## config.mk

```make
export PLATFORM = sky130hd
export DESIGN_NAME = dotmatrix_rx_flat
export DESIGN_NICKNAME = d
export VERILOG_FILES = /design/src/rtl/dotmatrix_rx_if.sv /design/src/rtl/dotmatrix_rx.sv /design/src/flat_wrapper.sv
export SDC_FILE = /design/constraint.sdc
export NUM_CORES = 1
export LEC_CHECK = 0
export ABC_AREA = 1
export BUFFER_PORTS_ARGS = -buffer_cell sky130_fd_sc_hd__buf_2
export CAP_MARGIN = 20
export CORE_MARGIN = 1.5
export CORE_UTILIZATION = 45
export CTS_CLUSTER_DIAMETER = 40
export DETAILED_ROUTE_END_ITERATION = 10
export REMOVE_ABC_BUFFERS = 1
export SLEW_MARGIN = 20
export SYNTH_ARGS = -nofsm -noshare
export SYNTH_HDL_FRONTEND = slang
export SYNTH_SLANG_ARGS = --single-unit
```

## constraint.sdc

```tcl
create_clock -name clk -period 12.04 [get_ports clk]
set_clock_uncertainty 0.1 [all_clocks]
set_input_delay 1.806 -clock clk [delete_from_list [all_inputs] [get_ports clk]]
set_output_delay 1.806 -clock clk [all_outputs]
set_load 0.1 [all_outputs]
```

## src/rtl/dotmatrix_rx_if.sv

```systemverilog
// Dot-matrix display serial bus plus decoded-line outputs.
// Driver side holds the six serial lines; receiver side returns the decoded line.
interface dotmatrix_rx_if #(
  parameter int COLS   = 32,
  parameter int ROWS   = 16,
  parameter int RIDX_W = $clog2(ROWS)
);
  logic              RCLK;
  logic              RSDI;
  logic              CSDI;
  logic              CCLK;
  logic              LE;
  logic              OEB;
  logic [COLS-1:0]   col_data;
  logic [RIDX_W-1:0] row_index;
  logic              row_err;
  logic              len_err;
  logic              line_valid;
  logic [7:0]        frame_count;
  logic              blank;

  modport master (
    output RCLK, RSDI, CSDI, CCLK, LE, OEB,
    input  col_data, row_index, row_err, len_err,
    input  line_valid, frame_count, blank
  );

  modport slave (
    input  RCLK, RSDI, CSDI, CCLK, LE, OEB,
    output col_data, row_index, row_err, len_err,
    output line_valid, frame_count, blank
  );
endinterface

```

## src/rtl/dotmatrix_rx.sv

```systemverilog
// Dot-matrix display receiver: oversamples the serial lines,
// emulates row/column shift chains and captures one line per LE.
module dotmatrix_rx #(
  parameter int COLS   = 32,
  parameter int ROWS   = 16,
  parameter int RIDX_W = $clog2(ROWS)
) (
  input logic          clk,
  input logic          reset,
  dotmatrix_rx_if.slave bus
);

  localparam int CNT_W = $clog2(COLS + 2);
  localparam int POP_W = $clog2(ROWS + 1);
  localparam logic [CNT_W-1:0] CNT_MAX = CNT_W'(COLS + 1);
  localparam logic [CNT_W-1:0] CNT_LEN = CNT_W'(COLS);

  localparam int I_RCLK = 0;
  localparam int I_RSDI = 1;
  localparam int I_CSDI = 2;
  localparam int I_CCLK = 3;
  localparam int I_LE   = 4;
  localparam int I_OEB  = 5;

  localparam logic [5:0] SYNC_RST = 6'b100000;

  logic [5:0] in_w;
  logic [5:0] s1_q;
  logic [5:0] s2_q;
  logic [2:0] s3_q;

  logic rclk_rise;
  logic cclk_rise;
  logic le_rise;

  logic [COLS-1:0]   col_sr_q;
  logic [COLS-1:0]   col_sr_d;
  logic [CNT_W-1:0]  col_cnt_q;
  logic [CNT_W-1:0]  col_cnt_d;
  logic [CNT_W-1:0]  col_cnt_sh;
  logic [ROWS-1:0]   row_sr_q;
  logic [ROWS-1:0]   row_sr_d;

  logic [COLS-1:0]   col_data_q;
  logic [RIDX_W-1:0] row_index_q;
  logic              row_err_q;
  logic              len_err_q;
  logic              line_valid_q;
  logic [7:0]        frame_q;

  logic [RIDX_W-1:0] low_idx;
  logic [POP_W-1:0]  pop;
  logic              one_hot;
  logic              row0_hit;

  assign in_w = {bus.OEB, bus.LE, bus.CCLK,
                 bus.CSDI, bus.RSDI, bus.RCLK};

  // Two-flop synchronizers on every line, third flop on the clocks.
  always_ff @(posedge clk or negedge reset) begin
    if (!reset) begin
      s1_q <= SYNC_RST;
      s2_q <= SYNC_RST;
      s3_q <= '0;
    end else begin
      s1_q <= in_w;
      s2_q <= s1_q;
      s3_q <= {s2_q[I_LE], s2_q[I_CCLK], s2_q[I_RCLK]};
    end
  end

  assign rclk_rise = s2_q[I_RCLK] & ~s3_q[0];
  assign cclk_rise = s2_q[I_CCLK] & ~s3_q[1];
  assign le_rise   = s2_q[I_LE]   & ~s3_q[2];

  // Shift first, so a coincident LE captures the post-shift chains.
  always_comb begin
    col_sr_d   = col_sr_q;
    col_cnt_sh = col_cnt_q;
    row_sr_d   = row_sr_q;
    if (cclk_rise) begin
      col_sr_d = {col_sr_q[COLS-2:0], s2_q[I_CSDI]};
      if (col_cnt_q != CNT_MAX) begin
        col_cnt_sh = col_cnt_q + CNT_W'(1);
      end
    end
    if (rclk_rise) begin
      row_sr_d = {row_sr_q[ROWS-2:0], s2_q[I_RSDI]};
    end
    col_cnt_d = le_rise ? '0 : col_cnt_sh;
  end

  // Lowest set bit and population count of the row chain.
  always_comb begin
    low_idx = '0;
    pop     = '0;
    for (int i = ROWS - 1; i >= 0; i--) begin
      if (row_sr_d[i]) begin
        low_idx = RIDX_W'(i);
      end
      pop = pop + POP_W'(row_sr_d[i]);
    end
    one_hot  = (pop == POP_W'(1));
    row0_hit = one_hot & row_sr_d[0];
  end

  // Shift chains and the saturating column edge counter.
  always_ff @(posedge clk or negedge reset) begin
    if (!reset) begin
      col_sr_q  <= '0;
      col_cnt_q <= '0;
      row_sr_q  <= '0;
    end else begin
      col_sr_q  <= col_sr_d;
      col_cnt_q <= col_cnt_d;
      row_sr_q  <= row_sr_d;
    end
  end

  // Line capture on LE rise, strobe and frame counter.
  always_ff @(posedge clk or negedge reset) begin
    if (!reset) begin
      col_data_q   <= '0;
      row_index_q  <= '0;
      row_err_q    <= 1'b0;
      len_err_q    <= 1'b0;
      line_valid_q <= 1'b0;
      frame_q      <= '0;
    end else begin
      line_valid_q <= le_rise;
      if (le_rise) begin
        col_data_q  <= col_sr_d;
        row_index_q <= low_idx;
        row_err_q   <= ~one_hot;
        len_err_q   <= (col_cnt_sh != CNT_LEN);
        if (row0_hit) begin
          frame_q <= frame_q + 8'd1;
        end
      end
    end
  end

  assign bus.col_data    = col_data_q;
  assign bus.row_index   = row_index_q;
  assign bus.row_err     = row_err_q;
  assign bus.len_err     = len_err_q;
  assign bus.line_valid  = line_valid_q;
  assign bus.frame_count = frame_q;
  assign bus.blank       = s2_q[I_OEB];

endmodule
```

## src/flat_wrapper.sv

```systemverilog
// flat-port wrapper written by rule: the top's interface ports become plain ports
module dotmatrix_rx_flat 
#(
  parameter int COLS   = 32,
  parameter int ROWS   = 16,
  parameter int RIDX_W = $clog2(ROWS)
)
  (clk, reset, bus_RCLK, bus_RSDI, bus_CSDI, bus_CCLK, bus_LE, bus_OEB, bus_col_data, bus_row_index, bus_row_err, bus_len_err, bus_line_valid, bus_frame_count, bus_blank);
  dotmatrix_rx_if #(.COLS(COLS), .ROWS(ROWS), .RIDX_W(RIDX_W)) bus_i ();
  input logic clk;
  input logic reset;
  input wire logic [$bits(bus_i.RCLK)-1:0] bus_RCLK;
  input wire logic [$bits(bus_i.RSDI)-1:0] bus_RSDI;
  input wire logic [$bits(bus_i.CSDI)-1:0] bus_CSDI;
  input wire logic [$bits(bus_i.CCLK)-1:0] bus_CCLK;
  input wire logic [$bits(bus_i.LE)-1:0] bus_LE;
  input wire logic [$bits(bus_i.OEB)-1:0] bus_OEB;
  output wire logic [$bits(bus_i.col_data)-1:0] bus_col_data;
  output wire logic [$bits(bus_i.row_index)-1:0] bus_row_index;
  output wire logic [$bits(bus_i.row_err)-1:0] bus_row_err;
  output wire logic [$bits(bus_i.len_err)-1:0] bus_len_err;
  output wire logic [$bits(bus_i.line_valid)-1:0] bus_line_valid;
  output wire logic [$bits(bus_i.frame_count)-1:0] bus_frame_count;
  output wire logic [$bits(bus_i.blank)-1:0] bus_blank;
  assign bus_i.RCLK = bus_RCLK;
  assign bus_i.RSDI = bus_RSDI;
  assign bus_i.CSDI = bus_CSDI;
  assign bus_i.CCLK = bus_CCLK;
  assign bus_i.LE = bus_LE;
  assign bus_i.OEB = bus_OEB;
  assign bus_col_data = bus_i.col_data;
  assign bus_row_index = bus_i.row_index;
  assign bus_row_err = bus_i.row_err;
  assign bus_len_err = bus_i.len_err;
  assign bus_line_valid = bus_i.line_valid;
  assign bus_frame_count = bus_i.frame_count;
  assign bus_blank = bus_i.blank;
  dotmatrix_rx #(.COLS(COLS), .ROWS(ROWS), .RIDX_W(RIDX_W)) u_core (.clk(clk), .reset(reset), .bus(bus_i));
endmodule
```

==> out/results.env, run 1 <==
WORSTSKEWPAIRLATENCY_NS=0.52
H_TREE_LVL_COUNT=4
CTS_RESIZED=0
CRITICAL_PATH_CLASS='reg2reg'
SHARE_OF_POST_ROUTE_CELLS_WITH_DRIVE_STRENGTH_ABOVE_1=0.205
FIRST_PASS_GRT_WIRE_LENGTH_UM=16200
ANTENNA_VIOLATING_NETS_POST_ROUTE=0
POST-SYNTH-TOP-AREA-CELL='sky130_fd_sc_hd__dfrtp_1'
ROOT_BUFFER_SELECTED_BY_CTS='sky130_fd_sc_hd__clkbuf_8'
SYNTH.LIB_CELLS_USED.DISTINCT=38
ANTENNA_FOUND_INITIAL=0
NUMBER_OF_GLOBAL_ROUTE_VIAS_BEFORE_REPAIR=3491
PLACE_CONGESTION=0.777
POST_CTS_HOLD_BUFFER_COUNT=0
SYNTH.YOSYS.SEQ_AREA_SHARE=0.585
SYNTHCELLS=498
SLEW-LIMIT-HEADROOM=0.367
POWER.SHARE.COMBINATIONAL=0.344
CRITICAL-PATH-TOP-DELAY-FAMILY='adder cells'
MAX_FREQ_GHz=0.177
CTS_TREE='done'
STATUS='finished clean'
SEQPWRFRAC=0.320
SYNTH.CELLS.MOST_FREQUENT='sky130_fd_sc_hd__nand2_1, sky130_fd_sc_hd__dfrtp_1, sky130_fd_sc_hd__nor2_1'
FINAL.SETUP.TNS_NS=0
CRITPATHREQUIREDTIME_NS=12.33
RSZ0062_AT_GRT='no'
SYNTH-WARNING-COUNT=0
SYNTH_EDF_COUNT=0
GRT_START_MAX_NET_PINS=80
LAYOUT-AREA-OVERHEAD-VS-SYNTH_PCT=19.2
WORST_SLEW_PIN_SLEW_NS=0.949
CP-END-KIND='register'
FINALWORSTPATHREQUIREDPERIOD_NS=5.65
CTS.SINKS=116
TOTAL_ROUTED_LENGTH_UM=9250
FIRST_DRT_ITERATION_DRCS=147
NUMCTSBUFFERS=17
PLACEMENT_ROWS=38
LAYOUT.FILLER_CELLS=986
CORE_SQ_MM=0.0108
CTS.CLK_SLEW.WORST_PATHS_NS=0.06
MIN_TO='u_core.s2_q[3]'
DETAILED_ROUTING_ITERATION_COUNT_FOR_THE_PRE_ANTENNA_REPAIR_PASS=5
FINAL-MAX-SLEW-VIOLATION-COUNT=0
CRIT_FANOUT=30
CRITICAL_PATH.REG2REG.ENDPOINT='u_core.bus.frame_count[1]'
YS_FF_LATCH=116
HPWLAFTERDP_UM=5860
MAX-CAP-VIOLATIONS=0
CLK_PATH_BUF_DEPTH=2
GLOBAL_ROUTE.USAGE.TOTAL=0.179
YOSYS_MOST_USED_DFF='sky130_fd_sc_hd__dfrtp_1'
PORTBUFFERS=55
SWSHARE=0.393
WORST_IR_DROP_VDD_V=0.000118
CTS_SETUP_BUFFERS=0
CRITPATHMAXSTAGEDELAY_NS=0.53
WORSTREG2REGSTART='u_core.s3_q[0]'
CRIT_PATH_START_KIND='register'
P_SWITCHING_uW=569
SETUP-VIOLATIONS-FINAL=0
CRITICAL_PATH_CELL_COUNT=16
START_UTIL=0.460
DESIGN.DIE.AREA_SQ_MM=0.0117
CPMAXSTAGEDELAYCELL='sky130_fd_sc_hd__o21ai_0'
WORST_HOLD_PATH.NUM_CELLS=0
AVGVIACOUNTPERCELL=4.90
NUM_IO_PINS=56
CELLLEAKAGEPOWER_nW=3.04
DIE-HEIGHT_UM=108
ANTENNA-DIODE-COUNT=0
CRITICAL_PATH.CELL_CHAIN='inv_1, nand2_2, o21ai_0, ha_1, fa_1, fa_1, inv_1, fa_1, fa_1, fa_1, fa_1, nor4b_1, nand3_1, clkinv_2, nand2_4, mux2_4'
P_INT_uW=879
R2R_SLACK_NS=6.39
FF2FF_PATH_DEPTH=16
SYNTH_TOP_AREA_SHARE=0.575
FINISH.NET_COUNT=585
TIMING.FINAL.CRIT_SHARE=0.469
POST_SYNTHESIS_AREA_PER_INSTANCE_SQ_UM=9.97
CRITICAL-PATH-TOP-CELL-BY-COUNT='sky130_fd_sc_hd__fa_1'
WORST_HOLD_PATH_TYPE='reg2reg'
MAPPEDNETLISTAREA_SQ_MM=0.00496
DIE_X_UM=108
GRT_REMAINING_OVERFLOW=0
WORST_HOLD_STARTPOINT='u_core.s1_q[3]'
NUMBER_OF_HOLD_SLACK_VIOLATIONS_IN_THE_FINAL_TIMING_REPORT=0
CRITICAL_PATH_ARRIVAL_NS=5.94
P_CLK_FRAC=0.337
P_PER_AREA_mW_PER_MM2=245
SYNTH.MOST_COMMON_CELL='sky130_fd_sc_hd__nand2_1'
CRIT_BUF_INV=3
DRC=0
ROUTED-VIA-COUNT=3477
POST_DRT_WL_PER_CELL_UM=13.0
SYNTH.TOP_CELLS.BY_AREA='sky130_fd_sc_hd__dfrtp_1, sky130_fd_sc_hd__nand2_1, sky130_fd_sc_hd__fa_1'
YS_ASYNC_SR_FRACTION=1.00
FIN_TOTAL_PWR_mW=1.45
## power groups by stage
stage | clock, mW | sequential (mW) | combinational, mW
floorplan | 0 | 0.619 | 0.236
global placement | 0 | 0.467 | 0.465
detailed placement | 0 | 0.469 | 0.481
CTS | 0.497 | 0.463 | 0.504
global route | 0.517 | 0.468 | 0.550
finish | 0.487 | 0.462 | 0.498
## metrics by stage
stage | hold WS (ns) | setup WS (ns) | instances | cell area [sq um] | util
finish | 0.249 | 6.39 | 710 | 5920 | 0.548
global route | 0.259 | 6.05 | 710 | 5920 | 0.548
CTS | 0.253 | 6.40 | 710 | 5920 | 0.548
global placement | 0.233 | 6.59 | 678 | 5340 | 0.494
floorplan | 0.231 | 6.73 | 481 | 4870 | -
detailed placement | 0.236 | 6.41 | 678 | 5340 | 0.494
## worst reg2reg max path, stage by stage (launching register included)
cell and delay (ns):
sky130_fd_sc_hd__dfrtp_1 0.36, sky130_fd_sc_hd__inv_1 0.09, sky130_fd_sc_hd__nand2_2 0.32, sky130_fd_sc_hd__o21ai_0 0.53, sky130_fd_sc_hd__ha_1 0.34, sky130_fd_sc_hd__fa_1 0.47, sky130_fd_sc_hd__fa_1 0.52, sky130_fd_sc_hd__inv_1 0.05
sky130_fd_sc_hd__fa_1 0.52, sky130_fd_sc_hd__fa_1 0.43, sky130_fd_sc_hd__fa_1 0.41, sky130_fd_sc_hd__fa_1 0.44, sky130_fd_sc_hd__nor4b_1 0.29, sky130_fd_sc_hd__nand3_1 0.13, sky130_fd_sc_hd__clkinv_2 0.13, sky130_fd_sc_hd__nand2_4 0.08
sky130_fd_sc_hd__mux2_4 0.30
## cells by family (layout without fill, tap and decap cells)
| kind of cell | count (synthesis) | after routing | synth area share |
|---|---|---|---|
| xor gates and xnor gates | 9 | 9 | 0.0159 |
| muxes | 1 | 1 | 0.00302 |
| and+or+nand+nor | 235 | 235 | 0.202 |
| AOI/OAI and AO/OA | 53 | 53 | 0.0728 |
| adders and majority gates | 20 | 20 | 0.0655 |
| buffers and inverters | 64 | 136 | 0.0552 |
| DFF | 116 | 116 | 0.585 |
## worst max-delay path by stage
stage | from | to | slack [ns]
5_1_grt | u_core.s3_q[0] | u_core.bus.frame_count[7] | 6.05
2_1_floorplan | u_core.s3_q[0] | u_core.bus.frame_count[6] | 6.73
4_1_cts | u_core.s3_q[0] | u_core.bus.frame_count[7] | 6.40
3_5_place_dp | u_core.s3_q[0] | u_core.bus.frame_count[7] | 6.41
3_3_place_gp | u_core.s3_q[0] | u_core.bus.frame_count[7] | 6.59
6_report | u_core.s3_q[0] | u_core.bus.frame_count[1] | 6.39
## area by class of cell
| class | instances | area [sq um] | share of cell area |
|---|---|---|---|
| tap | 140 | 175 | 0.0296 |
| timing repair buffer | 57 | 293 | 0.0495 |
| clock buffer | 19 | 432 | 0.0729 |
| multi-input combinational | 318 | 1790 | 0.302 |
| sequential | 116 | 2910 | 0.491 |
| clock inverter | 13 | 150 | 0.0254 |
| inverter | 47 | 178 | 0.0300 |
## state kept, by name, summed over array words and instances, names as in the netlist
name,cells
u_core.s2_q,6
u_core.s1_q,6
u_core.bus.row_err,1
u_core.col_cnt_q,6
u_core.col_sr_q,32
u_core.bus.row_index,4
u_core.bus.len_err,1
u_core.bus.frame_count,8
u_core.row_sr_q,16
u_core.bus.line_valid,1
u_core.bus.col_data,32
u_core.s3_q,3
## metal layers
| layer | share of wire | up-vias | global-route usage |
|---|---|---|---|
| met5 | 0 | - | 0 |
| met4 | 0.0094 | 0 | 0.0705 |
| met3 | 0.051 | 10 | 0.0603 |
| met2 | 0.48 | 66 | 0.286 |
| met1 | 0.46 | 1688 | 0.226 |
| li1 | - | 1713 | - |
## cells in the final DEF (no fill, tap or decap), types with 2 or more instances in the layout
cell	n
sky130_fd_sc_hd__o31ai_2	2
sky130_fd_sc_hd__a31oi_1	30
sky130_fd_sc_hd__o21ai_0	6
sky130_fd_sc_hd__o21a_4	2
sky130_fd_sc_hd__a21oi_1	3
sky130_fd_sc_hd__o21ai_1	3
sky130_fd_sc_hd__clkinvlp_4	2
sky130_fd_sc_hd__o21ai_2	4
sky130_fd_sc_hd__o21a_1	2
sky130_fd_sc_hd__nand2_1	150
sky130_fd_sc_hd__nor2_2	3
sky130_fd_sc_hd__xor2_1	4
sky130_fd_sc_hd__nand3_1	17
sky130_fd_sc_hd__inv_1	41
sky130_fd_sc_hd__clkinv_4	6
sky130_fd_sc_hd__nor2_1	47
sky130_fd_sc_hd__buf_2	54
sky130_fd_sc_hd__inv_2	5
sky130_fd_sc_hd__ha_1	10
sky130_fd_sc_hd__nor3_1	2
sky130_fd_sc_hd__fa_1	10
sky130_fd_sc_hd__xnor2_1	5
sky130_fd_sc_hd__buf_4	3
sky130_fd_sc_hd__nor2_4	5
sky130_fd_sc_hd__inv_6	2
sky130_fd_sc_hd__clkbuf_8	2
sky130_fd_sc_hd__dfstp_2	2
sky130_fd_sc_hd__bufinv_16	2
sky130_fd_sc_hd__clkbuf_16	16
sky130_fd_sc_hd__clkinv_2	2
sky130_fd_sc_hd__or2_1	2
sky130_fd_sc_hd__dfrtp_1	114
sky130_fd_sc_hd__nand4_1	3
No activity file was read; power rests on OpenSTA's default activity.
==> inputs of run 2 (changes only) <==
clock period = 5.6 ns   (was 12.04 ns; I/O delays follow)
==> run 2 against run 1 <==
Effect of this change: wire length is 0.77% lower; non-clock buffer count rose by 2; largest cell class unchanged; die area stayed put; design area down 0.36%; global-route usage is essentially flat; fmax increased by 8.4%; worst hold slack worse by 0.0055 ns; combinational power up 100%; sequential power up 120%; final cell count up 0.28%; clock power grew 100%.
==> out/results.env, run 2 (synthesized netlist as in run 1, its figures left out) <==
GRT_REMAINING_OVERFLOW=0  # unchanged
NUM_IO_PINS=56  # unchanged
P_SWITCHING_mW=1.17  # was 569 uW
FIRST_DRT_ITERATION_DRCS=248  # was 147
P_PER_AREA_mW_PER_MM2=508  # was 245 mW/mm^2
CLK_PATH_BUF_DEPTH=2  # unchanged
FINALWORSTPATHREQUIREDPERIOD_NS=5.21  # was 5.65 ns
MAX_FREQ_GHz=0.192  # was 0.177 GHz
CRITICAL-PATH-TOP-CELL-BY-COUNT='sky130_fd_sc_hd__fa_1'  # unchanged
MAX-CAP-VIOLATIONS=0  # unchanged
CRITPATHMAXSTAGEDELAY_NS=0.53  # about the same
START_UTIL=0.460  # unchanged
CTS.SINKS=116  # unchanged
CP-END-KIND='register'  # unchanged
CELLLEAKAGEPOWER_nW=3.03  # was 3.04 nW
SLEW-LIMIT-HEADROOM=0.448  # was 0.367
PLACE_CONGESTION=0.782  # was 0.777
POWER.SHARE.COMBINATIONAL=0.342  # was 0.344
DP_WORST_SETUP_SLACK_NS=0.382  # was 6.41 ns
FINAL-MAX-SLEW-VIOLATION-COUNT=0  # unchanged
NUMBER_OF_GLOBAL_ROUTE_VIAS_BEFORE_REPAIR=3605  # was 3491
CRIT_FANOUT=5  # was 30
NUMCTSBUFFERS=17  # unchanged
TIMING.FINAL.CRIT_SHARE=0.931  # was 0.469
WORST_HOLD_PATH_TYPE='reg2reg'  # unchanged
WORSTSKEWPAIRLATENCY_NS=0.50  # was 0.52 ns
AVGVIACOUNTPERCELL=4.88  # was 4.90
MOSTFREQUENTLAYOUTCELLS='sky130_fd_sc_hd__nand2_1, sky130_fd_sc_hd__dfrtp_1, sky130_fd_sc_hd__buf_2, sky130_fd_sc_hd__nor2_1, sky130_fd_sc_hd__inv_1'  # unchanged
DIE_X_UM=108  # unchanged
CRITICAL_PATH.CELL_CHAIN='inv_1, nand2_2, o21ai_0, ha_1, fa_1, fa_1, inv_1, fa_1, fa_1, fa_1, fa_1, nor4b_1, nand3_1, clkinv_2, nand2_4, nor2_4, nand3_2, xnor2_1'  # was inv_1, nand2_2, o21ai_0, ha_1, fa_1, fa_1, inv_1, fa_1, fa_1, fa_1, fa_1, nor4b_1, nand3_1, clkinv_2, nand2_4, mux2_4
RSZ0062_AT_GRT='no'  # unchanged
CRITICAL-PATH-TOP-DELAY-FAMILY='adder cells'  # unchanged
DIE-HEIGHT_UM=108  # unchanged
NUMBER_OF_HOLD_SLACK_VIOLATIONS_IN_THE_FINAL_TIMING_REPORT=0  # unchanged
P_CLK_FRAC=0.326  # was 0.337
SEQPWRFRAC=0.332  # was 0.320
SWSHARE=0.390  # was 0.393
FINAL.SETUP.TNS_NS=0  # unchanged
PORTBUFFERS=55  # unchanged
LAYOUT-AREA-OVERHEAD-VS-SYNTH_PCT=18.8  # was 19.2%
FINISH.NET_COUNT=587  # was 585
ANTENNA-DIODE-COUNT=0  # unchanged
GRT_START_MAX_NET_PINS=84  # was 80
SHARE_OF_POST_ROUTE_CELLS_WITH_DRIVE_STRENGTH_ABOVE_1=0.206  # was 0.205
POST_DRT_WL_PER_CELL_UM=12.9  # was 13.0 um
FIRST_PASS_GRT_WIRE_LENGTH_UM=16300  # was 16200 um
DESIGN.DIE.AREA_SQ_MM=0.0117  # unchanged
ROOT_BUFFER_SELECTED_BY_CTS='sky130_fd_sc_hd__clkbuf_8'  # unchanged
CTS_RESIZED=0  # unchanged
CTS_TREE='done'  # unchanged
CTS_SETUP_BUFFERS=0  # unchanged
CPMAXSTAGEDELAYCELL='sky130_fd_sc_hd__fa_1'  # was sky130_fd_sc_hd__o21ai_0
LAYOUT.FILLER_CELLS=952  # was 986
SETUP-VIOLATIONS-FINAL=0  # unchanged
STATUS='finished clean'  # unchanged
CORE_SQ_MM=0.0108  # unchanged
TOTAL_ROUTED_LENGTH_UM=9180  # was 9250 um
CRITPATHREQUIREDTIME_NS=5.89  # was 12.33 ns
PLACEMENT_ROWS=38  # unchanged
ANTENNA_FOUND_INITIAL=0  # unchanged
WORST_IR_DROP_VDD_V=0.000312  # was 0.000118 V
HPWLAFTERDP_UM=5920  # was 5860 um
POST_CTS_HOLD_BUFFER_COUNT=0  # unchanged
POSTLAYOUTSETUPSLACKWORST_NS=0.387  # was 6.39 ns
DETAILED_ROUTING_ITERATION_COUNT_FOR_THE_PRE_ANTENNA_REPAIR_PASS=4  # was 5
DRC=0  # unchanged
ANTENNA_VIOLATING_NETS_POST_ROUTE=0  # unchanged
GLOBAL_ROUTE.USAGE.TOTAL=0.180  # was 0.179
P_INT_mW=1.83  # was 879 uW
ROUTED-VIA-COUNT=3478  # was 3477
FINAL_COMMON_CELL='sky130_fd_sc_hd__nand2_1'  # unchanged
WORST_SLEW_PIN_SLEW_NS=0.826  # was 0.949 ns
CRITICAL_PATH_ARRIVAL_NS=5.50  # was 5.94 ns
CRIT_PATH_START_KIND='register'  # unchanged
CRITICAL_PATH_CLASS='reg2reg'  # unchanged
CTS.CLK_SLEW.WORST_PATHS_NS=0.06  # about the same
H_TREE_LVL_COUNT=4  # unchanged
CRIT_BUF_INV=3  # unchanged
-- run 2: power groups by stage --
stage / clock network (mW) / registers, mW / logic [mW]
final: 0.977 / 0.995 / 1.02
after global routing: 1.04 / 1.01 / 1.15
after CTS: 0.998 / 0.996 / 1.04
after detailed placement: 0 / 1.01 / 1.02
after global placement: 0 / 1.01 / 1.01
after floorplan: 0 / 1.33 / 0.507
-- run 2: worst paths after layout --
check                                from                        end  slack (ns)  cells past startpoint
max                        u_core.s3_q[0]  u_core.bus.frame_count[6]        0.39                     18
min                        u_core.s1_q[1]             u_core.s2_q[1]        0.24                      0
max reg2reg                u_core.s3_q[0]  u_core.bus.frame_count[6]        0.39                     18
min reg2reg                u_core.s1_q[1]             u_core.s2_q[1]        0.24                      0
max in group asynchronous           reset    u_core.bus.col_data[25]        4.17                      2
min in group asynchronous           reset         u_core.row_sr_q[7]        0.29                      1
-- run 2: worst register-to-register path: stages (launching register included) --
cell,delay (ns)
sky130_fd_sc_hd__dfrtp_1,0.36
sky130_fd_sc_hd__inv_1,0.09
sky130_fd_sc_hd__nand2_2,0.08
sky130_fd_sc_hd__o21ai_0,0.37
sky130_fd_sc_hd__ha_1,0.33
sky130_fd_sc_hd__fa_1,0.46
sky130_fd_sc_hd__fa_1,0.52
sky130_fd_sc_hd__inv_1,0.06
sky130_fd_sc_hd__fa_1,0.54
sky130_fd_sc_hd__fa_1,0.44
sky130_fd_sc_hd__fa_1,0.42
sky130_fd_sc_hd__fa_1,0.44
sky130_fd_sc_hd__nor4b_1,0.28
sky130_fd_sc_hd__nand3_1,0.13
sky130_fd_sc_hd__clkinv_2,0.11
sky130_fd_sc_hd__nand2_4,0.08
sky130_fd_sc_hd__nor2_4,0.11
sky130_fd_sc_hd__nand3_2,0.07
sky130_fd_sc_hd__xnor2_1,0.13
-- run 2: final cells by class --
| type | count | area [sq um] | share of cell area |
|---|---|---|---|
| Clock inverter | 12 | 106 | 0.0180 |
| Sequential cell | 116 | 2910 | 0.493 |
| Timing Repair Buffer | 59 | 312 | 0.0528 |
| Tap cell | 140 | 175 | 0.0297 |
| Multi-Input combinational cell | 318 | 1790 | 0.303 |
| Inverter | 47 | 178 | 0.0301 |
| Clock buffer | 20 | 435 | 0.0738 |
-- run 2: per-stage QoR --
step | std cells | power [mW] | hold WS (ns) | cell area (sq um) | utilization
2_1_floorplan | 481 | 1.84 | 0.231 | 4870 | -
3_3_place_gp | 680 | 2.02 | 0.233 | 5350 | 0.496
3_5_place_dp | 680 | 2.03 | 0.237 | 5350 | 0.496
4_1_cts | 712 | 3.03 | 0.246 | 5890 | 0.546
5_1_grt | 712 | 3.20 | 0.257 | 5900 | 0.546
6_report | 712 | 3.00 | 0.244 | 5900 | 0.546
-- run 2: metal layers --
layer | global-route usage | routed length (um)
met3 | 0.0573 | 452
met5 | 0 | 0
met4 | 0.0648 | 71
met1 | 0.220 | 4050
met2 | 0.300 | 4610
==> inputs of run 3 (changes only) <==
REMOVE_ABC_BUFFERS = unset   (was 1)
TNS_END_PERCENT = 30   (was unset)
==> run 3 against run 2 <==
Effect of this change: wire length fell by 2.0%; clock power increased by 6%; critical endpoint unchanged; core utilization rose by 0.30 points.
==> out/results.env, run 3 (synthesized netlist as in run 1, its figures left out) <==
STATUS='finished clean'  # unchanged
SYNTH_NETS=526
WORST_HOLD_STARTPOINT='u_core.s1_q[1]'  # unchanged
CRITPATHMAXSTAGEDELAY_NS=0.53  # about the same
CRITICAL_PATH.REG2REG.ENDPOINT='u_core.bus.frame_count[6]'  # unchanged
MAX_FREQ_GHz=0.190  # was 0.192 GHz
RSZ0062_AT_GRT='no'  # unchanged
DP_WORST_SETUP_SLACK_NS=0.371  # was 0.382 ns
ANTENNA_VIOLATING_NETS_POST_ROUTE=0  # unchanged
FINISH.NET_COUNT=587  # unchanged
DRC=0  # unchanged
POST_CTS_HOLD_BUFFER_COUNT=0  # unchanged
FINISH.CELL_COUNT_WITHOUT_FILLERS=712  # unchanged
POSTLAYOUTSETUPSLACKWORST_NS=0.327  # was 0.387 ns
CRITICAL_PATH_ARRIVAL_NS=5.57  # was 5.50 ns
ANTENNA_FOUND_INITIAL=0  # unchanged
AVGVIACOUNTPERCELL=4.82  # was 4.88
ANTENNA-DIODE-COUNT=0  # unchanged
NUMBER_OF_HOLD_SLACK_VIOLATIONS_IN_THE_FINAL_TIMING_REPORT=0  # unchanged
GLOBAL_ROUTE.USAGE.TOTAL=0.172  # was 0.180
CRITICAL-PATH-TOP-CELL-BY-COUNT='sky130_fd_sc_hd__fa_1'  # unchanged
FINAL.SETUP.TNS_NS=0  # unchanged
H_TREE_LVL_COUNT=4  # unchanged
CTS.CLK_SLEW.WORST_PATHS_NS=0.06  # about the same
CP-END-KIND='register'  # unchanged
TIMING.FINAL.CRIT_SHARE=0.942  # was 0.931
CTS.SINKS=116  # unchanged
GRT_START_MAX_NET_PINS=73  # was 84
CRITPATHREQUIREDTIME_NS=5.90  # was 5.89 ns
CORE_SQ_MM=0.0108  # unchanged
ROUTED-VIA-COUNT=3433  # was 3478
CPMAXSTAGEDELAYCELL='sky130_fd_sc_hd__fa_1'  # unchanged
SHARE_OF_POST_ROUTE_CELLS_WITH_DRIVE_STRENGTH_ABOVE_1=0.206  # unchanged
P_PER_AREA_mW_PER_MM2=516  # was 508 mW/mm^2
MOSTFREQUENTLAYOUTCELLS='sky130_fd_sc_hd__nand2_1, sky130_fd_sc_hd__dfrtp_1, sky130_fd_sc_hd__buf_2, sky130_fd_sc_hd__nor2_1, sky130_fd_sc_hd__inv_1'  # unchanged
PLACED_CELLS_INCL_TAPS=680  # unchanged
CRITICAL_PATH.CELL_CHAIN='inv_1, nand2_2, o21ai_0, ha_1, fa_1, fa_1, inv_1, fa_1, fa_1, fa_1, fa_1, nor4b_1, nand3_1, clkinv_2, nand2_4, nor2_4, nand3_2, xnor2_1'  # unchanged
SLEW-LIMIT-HEADROOM=0.401  # was 0.448
MAX-CAP-VIOLATIONS=0  # unchanged
FINAL_COMMON_CELL='sky130_fd_sc_hd__nand2_1'  # unchanged
PLACE_CONGESTION=0.827  # was 0.782
CRIT_FANOUT=5  # unchanged
CELLLEAKAGEPOWER_nW=3.06  # was 3.03 nW
DIE_X_UM=108  # unchanged
DESIGN.DIE.AREA_SQ_MM=0.0117  # unchanged
ROOT_BUFFER_SELECTED_BY_CTS='sky130_fd_sc_hd__clkbuf_8'  # unchanged
WORSTREG2REGSTART='u_core.s3_q[0]'  # unchanged
CTS_RESIZED=0  # unchanged
LAYOUT.FILLER_CELLS=964  # was 952
CRIT_PATH_START_KIND='register'  # unchanged
LAYOUT-AREA-OVERHEAD-VS-SYNTH_PCT=19.4  # was 18.8%
DIE-HEIGHT_UM=108  # unchanged
NUMCTSBUFFERS=17  # unchanged
NUMBER_OF_GLOBAL_ROUTE_VIAS_BEFORE_REPAIR=3268  # was 3605
WORSTSKEWPAIRLATENCY_NS=0.51  # was 0.50 ns
WORST_SLEW_PIN_SLEW_NS=0.898  # was 0.826 ns
CLK_PATH_BUF_DEPTH=2  # unchanged
START_UTIL=0.460  # unchanged
PORTBUFFERS=55  # unchanged
WORST_IR_DROP_VDD_V=0.000275  # was 0.000312 V
POST_DRT_WL_PER_CELL_UM=12.6  # was 12.9 um
CTS_SETUP_BUFFERS=0  # unchanged
WORST_HOLD_PATH_TYPE='reg2reg'  # unchanged
GRT_REMAINING_OVERFLOW=0  # unchanged
SETUP-VIOLATIONS-FINAL=0  # unchanged
CTS_TREE='done'  # unchanged
FIRST_PASS_GRT_WIRE_LENGTH_UM=15300  # was 16300 um
NUM_IO_PINS=56  # unchanged
CRITICAL_PATH_CLASS='reg2reg'  # unchanged
FF2FF_PATH_DEPTH=18  # unchanged
MIN_TO='u_core.s2_q[1]'  # unchanged
DETAILED_ROUTING_ITERATION_COUNT_FOR_THE_PRE_ANTENNA_REPAIR_PASS=6  # was 4
HPWLAFTERDP_UM=5800  # was 5920 um
FINAL-MAX-SLEW-VIOLATION-COUNT=0  # unchanged
TOTAL_ROUTED_LENGTH_UM=9000  # was 9180 um
WORST_HOLD_PATH.NUM_CELLS=0  # unchanged
PLACEMENT_ROWS=38  # unchanged
FINALWORSTPATHREQUIREDPERIOD_NS=5.27  # was 5.21 ns
FIRST_DRT_ITERATION_DRCS=186  # was 248
R2R_SLACK_NS=0.33  # was 0.39 ns
[run 3: cell count changes in the layout (fill, tap and decap cells not counted), sizes merged]
cell / delta
bufinv: +1
inv: -2
clkinvlp: -3
clkinv: +1
clkbuf: +3
[run 3: layout make-up]
| cell class | count | area (sq um) | share of cell area |
|---|---|---|---|
| sequential | 116 | 2910 | 0.490 |
| multi-input combinational | 318 | 1790 | 0.301 |
| clock buffer | 23 | 477 | 0.0804 |
| timing repair buffer | 59 | 308 | 0.0519 |
| inverter | 47 | 178 | 0.0300 |
| tap | 140 | 175 | 0.0295 |
| clock inverter | 9 | 101 | 0.0171 |
[run 3: per-stage QoR]
| stage | util | cell area, sq um | hold WS, ns | power (mW) |
|---|---|---|---|---|
| floorplan | - | 4960 | 0.231 | 1.84 |
| global placement | 0.496 | 5350 | 0.233 | 2.02 |
| detailed placement | 0.496 | 5350 | 0.236 | 2.04 |
| CTS | 0.549 | 5930 | 0.248 | 3.10 |
| global route | 0.549 | 5930 | 0.250 | 3.25 |
| finish | 0.549 | 5930 | 0.247 | 3.06 |
[run 3: critical path, delay by kind of cell (launching register included)]
kind,cells,cell delay [ns]
xor gates and xnor gates,1,0.12
DFF,1,0.35
AOI/OAI and AO/OA,1,0.37
and+or+nand+nor,6,0.80
buffers and inverters,3,0.26
adders and majority gates,7,3.15
[run 3: power breakdown]
part	leakage, nW	internal [mW]	switching (mW)	total (mW)
clock network	0.288	0.676	0.365	1.04
registers	1.45	0.939	0.0566	0.995
logic	1.32	0.294	0.730	1.02
total	3.06	1.91	1.15	3.06
[run 3: metal layers]
metal	up-vias	wire length [um]	GRT usage
met5	-	0	0
met4	0	157	0.0780
met3	16	412	0.0536
met2	57	4160	0.250
met1	1654	4270	0.237
li1	1706	-	-
[run 3: worst max-delay path by stage]
stage / slack (ns) / to / startpoint / cells after the start
2_1_floorplan: 0.32 / u_core.bus.frame_count[6] / u_core.s3_q[0] / 20
3_3_place_gp: 0.49 / u_core.bus.frame_count[7] / u_core.s3_q[0] / 21
3_5_place_dp: 0.37 / u_core.bus.frame_count[7] / u_core.s3_q[0] / 19
4_1_cts: 0.31 / u_core.bus.frame_count[6] / u_core.s3_q[0] / 18
5_1_grt: 0.07 / u_core.bus.frame_count[7] / u_core.s3_q[0] / 19
6_report: 0.33 / u_core.bus.frame_count[6] / u_core.s3_q[0] / 18
